<file path="config.mk">
export PLATFORM = sky130hd
export DESIGN_NAME = tc_mod_adder_pipe
export DESIGN_NICKNAME = d
export VERILOG_FILES = /design/src/rtl/tc_mod_adder_pipe.sv
export SDC_FILE = /design/constraint.sdc
export NUM_CORES = 1
export LEC_CHECK = 0
export ABC_CLOCK_PERIOD_IN_PS = 7950
export CORE_MARGIN = 2
export CORE_UTILIZATION = 55
export DETAILED_ROUTE_END_ITERATION = 8
export HOLD_SLACK_MARGIN = 0.03
export PLACE_DENSITY = 0.83
export SETUP_SLACK_MARGIN = 0.5
export SLEW_MARGIN = 40
export SYNTH_ARGS = -nofsm -noshare
export SYNTH_HDL_FRONTEND = slang
export SYNTH_SLANG_ARGS = --single-unit
</file>
<file path="constraint.sdc">
create_clock -name clk -period 7.95 [get_ports clk]
set_input_delay 1.59 -clock clk [delete_from_list [all_inputs] [get_ports clk]]
set_output_delay 1.59 -clock clk [all_outputs]
set_load 0.01 [all_outputs]
</file>
<file path="src/rtl/tc_mod_adder_pipe.sv">
// Two-stage pipelined modular adder for thermometer-coded operands.
// Stage 1 checks legality and converts both operands to binary counts;
// stage 2 adds the counts modulo W+1 and converts back to thermometer code.
// An internal accumulator can replace operand B to chain running sums.
//
// Handshake: an input transfer happens on a rising edge where
// in_valid & in_ready; an output transfer happens where out_valid & out_ready.
// in_ready is the shared advance enable (~out_valid | out_ready), so both
// stages move together and a full pipeline sustains one result per cycle.
module tc_mod_adder_pipe #(
    parameter int W = 8
) (
    input  logic         clk,
    input  logic         rst,
    input  logic         in_valid,
    output logic         in_ready,
    input  logic [W-1:0] a_tc,
    input  logic [W-1:0] b_tc,
    input  logic         acc_mode,
    output logic         out_valid,
    input  logic         out_ready,
    output logic [W-1:0] sum_tc,
    output logic         err
);

    localparam int CW = $clog2(W + 1);
    localparam logic [CW:0]  MOD   = (CW + 1)'(W + 1);
    localparam logic [W-1:0] ONE_W = W'(1);

    // Number of ones in a code word (equals its value when the code is legal).
    function automatic logic [CW-1:0] tc_count(input logic [W-1:0] v);
        logic [CW-1:0] c;
        c = '0;
        for (int i = 0; i < W; i++) begin
            c = c + CW'(v[i]);
        end
        return c;
    endfunction

    // Binary count back to thermometer code: the low n bits set.
    function automatic logic [W-1:0] to_therm(input logic [CW-1:0] n);
        logic [W-1:0] t;
        t = '0;
        for (int i = 0; i < W; i++) begin
            t[i] = (CW'(i) < n);
        end
        return t;
    endfunction

    // Shared advance enable for both stages
    logic w_adv;

    // Stage 1 combinational inputs
    logic          w_a_legal;
    logic          w_b_legal;
    logic [CW-1:0] w_ca;
    logic [CW-1:0] w_cb;
    logic          w_s1_err;

    // Stage 1 registers
    logic          r_s1_valid;
    logic [CW-1:0] r_s1_ca;
    logic [CW-1:0] r_s1_cb;
    logic          r_s1_acc;
    logic          r_s1_err;

    // Stage 2 combinational arithmetic
    logic [CW-1:0] w_cb_sel;
    logic [CW:0]   w_s_raw;
    logic [CW-1:0] w_s;

    // Stage 2 / output registers and accumulator
    logic          r_s2_valid;
    logic [W-1:0]  r_sum_tc;
    logic          r_err;
    logic [CW-1:0] r_acc;

    assign w_adv     = ~r_s2_valid | out_ready;
    assign in_ready  = w_adv;
    assign out_valid = r_s2_valid;
    assign sum_tc    = r_sum_tc;
    assign err       = r_err;

    // A legal code is 2^k - 1: adding one clears every set bit (all-ones wraps to 0).
    assign w_a_legal = ((a_tc & (a_tc + ONE_W)) == '0);
    assign w_b_legal = ((b_tc & (b_tc + ONE_W)) == '0);
    assign w_ca      = tc_count(a_tc);
    assign w_cb      = tc_count(b_tc);
    // B is irrelevant in accumulate mode, so its legality is ignored there.
    assign w_s1_err  = ~w_a_legal | (~acc_mode & ~w_b_legal);

    // Stage 1 register: capture counts, mode and legality on each advance
    always_ff @(posedge clk) begin
        if (rst) begin
            r_s1_valid <= 1'b0;
            r_s1_ca    <= '0;
            r_s1_cb    <= '0;
            r_s1_acc   <= 1'b0;
            r_s1_err   <= 1'b0;
        end else if (w_adv) begin
            r_s1_valid <= in_valid;
            if (in_valid) begin
                r_s1_ca  <= w_ca;
                r_s1_cb  <= w_cb;
                r_s1_acc <= acc_mode;
                r_s1_err <= w_s1_err;
            end
        end
    end

    // Modular add; the accumulator is read as it stands when stage 2 loads,
    // which already includes the previous transaction, so chains need no bubble.
    always_comb begin
        w_cb_sel = r_s1_acc ? r_acc : r_s1_cb;
        w_s_raw  = {1'b0, r_s1_ca} + {1'b0, w_cb_sel};
        w_s      = (w_s_raw >= MOD) ? CW'(w_s_raw - MOD) : CW'(w_s_raw);
    end

    // Stage 2 register: produce the result and update the accumulator
    always_ff @(posedge clk) begin
        if (rst) begin
            r_s2_valid <= 1'b0;
            r_sum_tc   <= '0;
            r_err      <= 1'b0;
            r_acc      <= '0;
        end else if (w_adv) begin
            r_s2_valid <= r_s1_valid;
            if (r_s1_valid) begin
                if (r_s1_err) begin
                    r_sum_tc <= '0;
                    r_err    <= 1'b1;
                end else begin
                    r_sum_tc <= to_therm(w_s);
                    r_err    <= 1'b0;
                    r_acc    <= w_s;
                end
            end
        end
    end

endmodule

</file>
# Word level (Yosys, flattened, before mapping)
# Cells that the tools add are included.
# totals
regBits,25
inputBits,21
output_inout_bits,11
# classes
addsub,18
magnitude_cmp,9
muxes,4
bitwise_logic,10
n_reduce_logical,5
# op_table
operator,count
adder 4 x 1 -> 4 bit,8
"adder 8 x 1 -> 8 bit, second input constant",2
bitwise AND 8 bit,2
zero test 8 bit,2
"less-than comparator 3 x 4 -> 1 bit, first input constant",4
adder 3 x 1 -> 4 bit,2
"less-than comparator 1 x 4 -> 1 bit, first input constant",2
"less-than comparator 2 x 4 -> 1 bit, first input constant",2
two-way mux 4 bit,2
two-way mux 8 bit,1
adder 2 x 1 -> 3 bit,2
adder 4 x 4 -> 5 bit,1
"greater-or-equal comparator 5 x 4 -> 1 bit, second input constant",1
NOT 1 bit,5
adder 1 x 1 -> 2 bit,2
AND reduction 2 bit,2
"subtractor 4 bit, second input constant",1
AND reduction 3 bit,1
OR 1 bit,2
bitwise AND 1 bit,1
two-way mux 1 bit,1

# Depth between registers and ports, before layout
# Gate-level depths: netlist (run 1).
# logic_depth
word_depth,7
depth_mapped,11

# Worst setup path before layout (run 1)
# OpenSTA, ideal clock, no wires.
# synth_path
path_type,input to register
start,in a_tc[0]
end,reg r_s1_ca[2]
arrival_time_ns,3.966
required_ns,7.880
setup_slack_ns,3.913
stages,11
path_buffers,0
path_cell_list,fa_1 -> inv_1 -> fa_1 -> fa_1 -> inv_1 -> ha_1 -> inv_1 -> fa_1 -> xnor2_1 -> nand2_1 -> a21oi_1
# synth_between
elab_chain_cells,7
# synth_lines
element,line,rtl
"start, declared",17,"input logic [W-1:0] a_tc,"
adder 1 x 1 -> 2 bit,35,c = c + CW'(v[i]);
adder 2 x 1 -> 3 bit,35,
adder 3 x 1 -> 4 bit,35,
adder 4 x 1 -> 4 bit (4 in series),35,
"end signal, assigned",103,r_s1_ca <= w_ca;
"end, declared",62,logic [CW-1:0] r_s1_ca;
# No other way between the ends.
# A chain may end at the register's enable or synchronous reset.

# Worst setup path after layout (run 1)
# layout_path
start,in out_ready
end,out in_ready
# layout_between
elab_chain_cells,1
# layout_lines
element,line,rtl
"start, declared",21,"input logic out_ready,"
OR 1 bit,78,assign w_adv = ~r_s2_valid | out_ready;
"end, declared",16,"output logic in_ready,"
# No other way between the ends.

==> metrics, run 1 <==
number of synthesized flops with an enable pin=0; vias in the first global route=1,435; Longest Clk Path Bufs=2; largest net degree at the start of global routing=26; min Tclk post-route=4400 ps; hold slack=472 ps; via count=1,558; first-pass GRT wire length=6.27 mm; root buffer cell=clkbuf_4; chip height=61.4 um; Tcrit/Tclk final=55.4%; register bit total from synthesis=25; worst slew pin tran=520 ps; Hold EP=sum_tc[7]$_SDFFE_PP0P_; # hold bufs at CTS=0; H-tree depth=1; FP Rows=20; reg2reg path depth=11; overall die width=61.4 um; Routed met2 length=1.72 mm; VDD IR max=0.000128 V; Relative slew margins=65.1%; most common cell after layout, fill and taps aside=clkdlybuf4s50_1; Synth Flop Type=dfxtp_1; share of async-settable or async-resettable flops after synthesis=0%; origin of the worst min-delay path=sum_tc[7]$_SDFFE_PP0P_; drt total wl=3.82 mm; Post-DRT Antenna Nets=0; final setup violation count=0; Setup CP Type=in2out; share of layout cells above drive strength 1=6.91%; hold depth=2; status=completed; Final Slew Violations=0; Distinct cells, synth=49; Worst Setup Start Kind=input pin; DP HPWL=3.08 mm; Worst EP arrival=2810 ps; gpl congestion=0.900; DRC errors left=0; DR pass1 iterations=4; gr ovfl total=0; crit path max fanout=7; IO Pins=32; postcts setup bufs=0; I/O Buffers=31; Setup Skew=7.74 ps; Fin Setup TNS=0 ps; CTS resizes=0; Vias/cell=5.37; HP Class=reg2reg; Antenna diodes=0; sequential-to-total area share from yosys stat=27.6%; Mapped Area=1810 um2; # fillers=280; DR top layer=met4; Syn Area/Cell=8.40 um2; met3 routed WL=105 um; Core Region=3100 um2; WL met1=1.98 mm; unrepaired setup endpoints after global routing=false; MaxCap Viol Count=0; Worst R2R Start=r_s1_acc$_SDFFE_PP0P_; Post-Syn Instances=216; initial antenna violation count=0; clock slew at reported path FFs=150 ps; Critical Path End Type=primary output; Worst EP required=6360 ps; Ys Warns=0; DRT iter0 DRCs=89; clk sinks=25; nets=293; r2r endpoint=sum_tc[5]$_SDFFE_PP0P_; area grow syn2layout=20.6%; Leak Pwr=0.937 nW; Skew-Pair Late Insertion Delay=330 ps; Syn Nets=262; Final Hold Fails=0; Initial Util=58.5%; most frequent cells in the layout=clkdlybuf4s50_1, nand2_1, inv_1; overall routing resource usage=21.8%; WL per Instance=13.2 um; R2R Setup Slk=4460 ps; FMAX=227 MHz; CTS buffer count=3; CTS tree=done; die area=3770 um2; PD cells=179 nW/um2
[logic make-up after synthesis]
family / count (synthesis) / synth area share [%]
and+or+nand+nor: 63 / 16.3
AOI/OAI and AO/OA: 62 / 23.9
buffers and inverters: 33 / 6.83
adders and majority gates: 25 / 21.0
DFF: 25 / 27.6
xor gates and xnor gates: 4 / 1.93
muxes: 4 / 2.48
[cell type report]
type / instances / area [um2] / share of cell area (%)
timing repair buffer: 31 / 305 / 14.0
tap: 44 / 55.1 / 2.52
clock inverter: 1 / 8.76 / 0.400
clock buffer: 3 / 22.5 / 1.03
sequential: 25 / 500 / 22.9
inverter: 28 / 105 / 4.81
multi-input combinational: 158 / 1190 / 54.4
[registers in the layout (all words and copies together), names as in the netlist]
| signal | cells |
|---|---|
| sum_tc | 8 |
| out_valid | 1 |
| r_s1_cb | 4 |
| err | 1 |
| r_s1_ca | 4 |
| r_s1_valid | 1 |
| r_s1_err | 1 |
| r_s1_acc | 1 |
| r_acc | 4 |
[through the flow]
step / instance area, um2 / util [%] / power, W / instances / setup slack [ps]
final: 2190 / 70.5 / 0.000390 / 290 / 3550
after floorplan: 1810 / - / 0.000276 / 216 / 3910
after CTS: 2190 / 70.6 / 0.000391 / 290 / 3540
after global placement: 2160 / 69.6 / 0.000322 / 286 / 3330
after global routing: 2190 / 70.5 / 0.000418 / 290 / 3500
after detailed placement: 2160 / 69.6 / 0.000328 / 286 / 3240
[layer usage]
| metal | vias up | GRT usage [%] |
|---|---|---|
| met2 | 33 | 34.2 |
| li1 | 811 | - |
| met1 | 712 | 33.1 |
| met5 | - | 0 |
| met3 | 2 | 2.52 |
| met4 | 0 | 3.65 |
[worst max path at each step]
stage                                         end       from
after floorplan           r_s1_ca[2]$_SDFFE_PP0P_    a_tc[0]
after global placement    r_s1_cb[2]$_SDFFE_PP0P_    b_tc[0]
after detailed placement  r_s1_cb[2]$_SDFFE_PP0P_    b_tc[0]
after CTS                                in_ready  out_ready
after global routing      r_s1_cb[2]$_SDFFE_PP0P_    b_tc[0]
final                                    in_ready  out_ready
[critical path: stages]
cell and delay [ps]:
clkdlybuf4s50_1 400, nor2b_1 210, inv_2 120, clkdlybuf4s50_1 500
[Yosys cell counts (3+ instances only)]
| master | instances | area [um2] |
|---|---|---|
| nand2_1 | 27 | 101 |
| inv_1 | 26 | 97.6 |
| dfxtp_1 | 25 | 500 |
| a21oi_1 | 24 | 120 |
| ha_1 | 16 | 200 |
| nor2_1 | 14 | 52.6 |
| fa_1 | 9 | 180 |
| clkbuf_1 | 5 | 18.8 |
| a31oi_1 | 4 | 25.0 |
| mux2_2 | 4 | 45.0 |
| o21ai_0 | 4 | 20.0 |
| a22oi_1 | 3 | 22.5 |
| a311oi_1 | 3 | 26.3 |
| nand3_1 | 3 | 15.0 |
| nor2b_1 | 3 | 18.8 |
| or2_1 | 3 | 18.8 |
| xnor2_1 | 3 | 26.3 |
[where the power goes]
part	total, W	switching [W]	internal, W
Combinational	0.000182	0.000101	0.0000813
Clock	0.0000625	0.0000420	0.0000205
Sequential	0.000146	0.00000869	0.000137
Power figures use the tool's default switching activity.
==> run 2, diff against run 1 <==
- ABC_CLOCK_PERIOD_IN_PS: 7950 -> 3800
- CORE_UTILIZATION: 55 -> 48
- PLACE_DENSITY: 0.83 -> 0.77
- clock period: 7.95 -> 3.8 ns (I/O delays scaled with it)
==> metrics, run 2 (synthesis gave the netlist of run 1 again) <==
# hold bufs at CTS=0; slowest CP cell=fa_1; FMAX=313 MHz; WL met1=1.88 mm; Longest Clk Path Bufs=2; clk sinks=25; overall die width=65.5 um; crit path max fanout=2; unrepaired setup endpoints after global routing=true; Core Region=3660 um2; Final Hold Fails=0; DRT iter0 DRCs=63; min Tclk post-route=3200 ps; Buf/Inv on CP=4; crit path to=r_s1_ca[2]$_SDFFE_PP0P_; PD cells=381 nW/um2; Worst EP arrival=3390 ps; Skew-Pair Late Insertion Delay=260 ps; # fillers=327; area grow syn2layout=24.7%; status=completed; Initial Util=49.6%; worst slew pin tran=462 ps; Vias/cell=5.31; final setup violation count=0; DRC errors left=0; Worst path most repeated cell=fa_1; Setup Skew=6.44 ps; H-tree depth=1; vias in the first global route=1,447; DP Worst Slack=-66.9 ps; nets=299; R2R Setup Slk=640 ps; CP startpoint=a_tc[1]; FP Rows=22; Post-DRT Antenna Nets=0; CP delay by family, top=adder cells; Worst Setup Slack, final=604 ps; share of layout cells above drive strength 1=16.3%; Crit path depth=12; root buffer cell=clkbuf_8; I/O Buffers=31; DP HPWL=2.92 mm; DR pass1 iterations=4; WL per Instance=12.4 um; Final Slew Violations=0; slowest stage delay, CP=530 ps; MaxCap Viol Count=0; reg2reg path depth=11; most frequent cells in the layout=nand2_1, dfxtp_1, clkdlybuf4s50_1; Leak Pwr=0.973 nW; r2r endpoint=sum_tc[1]$_SDFFE_PP0P_; Setup CP Type=in2reg; largest net degree at the start of global routing=26; Critical Path End Type=register; HP Class=reg2reg; gpl congestion=0.940; Worst Setup Start Kind=input pin; die area=4290 um2; Largest register FFs=8; Worst EP required=3990 ps; Tcrit/Tclk final=84.1%; drt total wl=3.73 mm; via count=1,593; initial antenna violation count=0; hold slack=458 ps; most common cell after layout, fill and taps aside=nand2_1; CTS tree=done; Antenna diodes=0; worst path cell trace=clkbuf_2 -> fa_1 -> inv_1 -> fa_1 -> fa_1 -> inv_1 -> ha_2 -> inv_2 -> fa_2 -> xnor2_2 -> nand2_1 -> a21oi_1; first-pass GRT wire length=6.31 mm; Relative slew margins=69.2%; DR top layer=met4; Routed met2 length=1.66 mm; gr ovfl total=0; Worst R2R Start=r_s1_acc$_SDFFE_PP0P_; chip height=65.5 um; VDD IR max=0.000301 V; CTS buffer count=3; IO Pins=32; met3 routed WL=172 um; clock slew at reported path FFs=80 ps; overall routing resource usage=18.4%
-- run 2: cell count changes in the layout (fill, tap and decap cells not counted), moves of 2 or more --
| cell | previous run | this run |
|---|---|---|
| buf_4 | 0 | 6 |
| clkbuf_2 | 0 | 5 |
| clkbuf_4 | 3 | 0 |
| clkbuf_8 | 0 | 3 |
| clkdlybuf4s50_1 | 30 | 24 |
| fa_1 | 9 | 6 |
| fa_2 | 0 | 3 |
| ha_1 | 16 | 14 |
| ha_2 | 0 | 2 |
| inv_1 | 26 | 23 |
| inv_2 | 2 | 5 |
-- run 2: metrics by stage --
step	TNS [ps]	cell area, um2	std cells	util, %	power [W]
after floorplan	0	1810	216	-	0.000577
after global placement	0	2190	293	59.8	0.000678
after detailed placement	-66.9	2190	293	59.8	0.000681
after CTS	0	2240	298	61.3	0.000836
after global routing	0	2260	300	61.8	0.000932
final	0	2260	300	61.8	0.000862
-- run 2: repair_timing --
action | 4_1_cts | 5_1_grt
resized for setup | 10 | 25
hold endpoints to repair | 0 | 0
pin swaps | 4 | 12
buffers inserted | 1 | 2
setup endpoints to repair | 6 | 11
-- run 2: worst reg2reg max path: cells and delay by family, from the launching register on --
kind,cells,cell delay (ps)
DFF,1,390
buffers and inverters,2,280
adders and majority gates,3,1030
muxes,1,340
and+or+nand+nor,3,610
AOI/OAI and AO/OA,2,390
-- run 2: layout make-up --
type | instances | area, um2 | share of cell area [%]
clock buffers | 4 | 45.0 | 1.99
inverters | 28 | 105 | 4.65
multi-input cells | 158 | 1220 | 54.0
flip-flops and latches | 25 | 504 | 22.3
well taps | 48 | 60.1 | 2.65
repair buffers | 37 | 327 | 14.4
-- run 2: worst min path at each step --
stage | to | cells past startpoint | from
after floorplan | r_acc[0]$_SDFFE_PP0P_ | 2 | r_acc[0]$_SDFFE_PP0P_
after global placement | r_s1_cb[2]$_SDFFE_PP0P_ | 2 | r_s1_cb[2]$_SDFFE_PP0P_
after detailed placement | r_s1_cb[0]$_SDFFE_PP0P_ | 2 | r_s1_cb[0]$_SDFFE_PP0P_
after CTS | r_s1_cb[0]$_SDFFE_PP0P_ | 2 | r_s1_cb[0]$_SDFFE_PP0P_
after global routing | r_acc[0]$_SDFFE_PP0P_ | 2 | r_acc[0]$_SDFFE_PP0P_
final | sum_tc[7]$_SDFFE_PP0P_ | 2 | sum_tc[7]$_SDFFE_PP0P_
-- run 2: metal layers --
metal	GRT usage, %	vias to the layer above
met5	0	-
met4	2.86	0
met3	2.74	2
met2	28.4	32
met1	27.8	735
li1	-	824
-- run 2: where the power goes --
group	switching (W)	internal, W
Clock	0.0000773	0.0000748
Sequential	0.0000173	0.000286
Combinational	0.000219	0.000187
==> RTL edit, RTL diff (config.mk and constraints of run 1) <==
Set the parameter `W` to 16 (it was 8).
--- a/src/rtl/tc_mod_adder_pipe.sv
+++ b/src/rtl/tc_mod_adder_pipe.sv
@@ -8,7 +8,7 @@
 // in_ready is the shared advance enable (~out_valid | out_ready), so both
 // stages move together and a full pipeline sustains one result per cycle.
 module tc_mod_adder_pipe #(
-    parameter int W = 8
+    parameter int W = 16
 ) (
     input  logic         clk,
     input  logic         rst,
Interface: changed (resized a_tc, b_tc and sum_tc); port bits go from 32 to 56. No check against the original RTL was run, so the function may have changed too.
==> RTL edit against run 1 <==
  * Sequential cell count increased by 11
  * Register-to-register slack got worse by 260 ps
  * Power increased by 150%
  * Synthesized cell count increased by 68%
  * Final cell count increased by 67%
  * Non-clock buffer count increased by 25
  * Hold slack got worse by 12 ps
  * Critical path type is now in -> reg
  * Synthesized area increased by 63%
  * Worst setup slack got worse by 650 ps
  * Clock power increased by 120%
  * Maximum frequency decreased by 13%
  * Critical endpoint is now r_s1_cb[4]
  * Wire length increased by 76%
  * Design area increased by 66%
==> RTL edit: results (changes against run 1) <==
* Htree depth at 2 (+1)
* LEAKAGE at 1.49 nW (+60%)
* Layout Skew at 12.0 ps (+4.29 ps)
* I/O Buffers at 55 (+77%)
* Gr usage total at 23.2% (+1.3 points)
* DR WL met3 at 303 um (+190%)
* CTS Root Cell: clkbuf_8
* Distinct cells, synth at 55 (+12%)
* Post-synthesis sequential area ratio at 24.4% (-3.2 points)
* Worst-path clk slew at 80 ps (-70 ps)
* Pwr Total at 974 uW (+150%)
* Metal1 wirelength at 3330 um (+68%)
* CP delay by family, top: adder cells
* Routed vias/inst at 5.55 (+3.2%)
* TritonCTS buffer count at 5 (+2)
* Clk_lat worst skew at 290 ps (-40 ps)
* Final GP Congestion at 0.926 (+2.9%)
* Slowest CP cell: fa_1
* Cells after DPL at 477 (+67%)
* Worst vdd ir at 182 uV (+43%)
* DP Worst Slack at 2580 ps (-659 ps)
* Syn_area_per_cell at 8.13 um2 (-3.2%)
* Synth area leaders: dfxtp_1 (24%), fa_1 (14%), ha_1 (8.9%), a21oi_1 (6.6%), inv_1 (6.2%)
* Crit-path max cell delay at 540 ps (+40 ps)
* Outcome: completed
* Largest net degree at the start of global routing at 35 (+35%)
## RTL edit: cell types whose count changed after synthesis, moves of 6 or more
cell / change
inv_1: +23
a21oi_1: +15
nand2_1: +13
o21ai_0: +13
fa_1: +12
dfxtp_1: +11
nand3_1: +10
nor2_1: +7
clkbuf_1: +6
## RTL edit: path summary, 6_finish.rpt
path         slack [ps]    endpoint  cells past startpoint
max                2900  r_s1_cb[4]                     13
min                 460    r_acc[4]                      2
max reg2reg        4200   sum_tc[1]                     11
min reg2reg         460    r_acc[4]                      2
## RTL edit: cells by family after synthesis
| logic type | after synthesis | synth area share, % |
|---|---|---|
| simple gates | 109 | 17.6 |
| fa+ha+maj | 42 | 23.1 |
| mux | 8 | 2.88 |
| xor+xnor | 6 | 2.29 |
| buf+inv | 61 | 8.01 |
| flops | 36 | 24.4 |
| compound gates | 101 | 21.7 |
## RTL edit: area by class of cell
type / count / area (um2)
Clock buffer: 7 / 86.3
Tap cell: 70 / 87.6
Timing Repair Buffer: 56 / 558
Multi-Input combinational cell: 266 / 1990
Sequential cell: 36 / 721
Inverter: 49 / 184
Fill cell: 435 / 1500
Clock inverter: 1 / 7.51
## RTL edit: metal layers
layer  vias to the layer above  GRT usage (%)
li1                       1356              -
met3                         6           2.94
met1                      1250           31.5
met2                        78           39.1
met4                         0           5.54
met5                         -              0
## RTL edit: stage by stage
step / cell area, um2 / util (%)
after floorplan: 2950 / -
after global placement: 3540 / 69.0
after detailed placement: 3540 / 69.0
after CTS: 3640 / 70.8
after global routing: 3640 / 70.8
final: 3640 / 70.8
## RTL edit: worst min-delay path, delay by kind of cell (launching register included)
family           cells  cell delay, ps
AO/OA/AOI/OAI        1              50
AND/OR/NAND/NOR      1              50
flip-flops           1             310
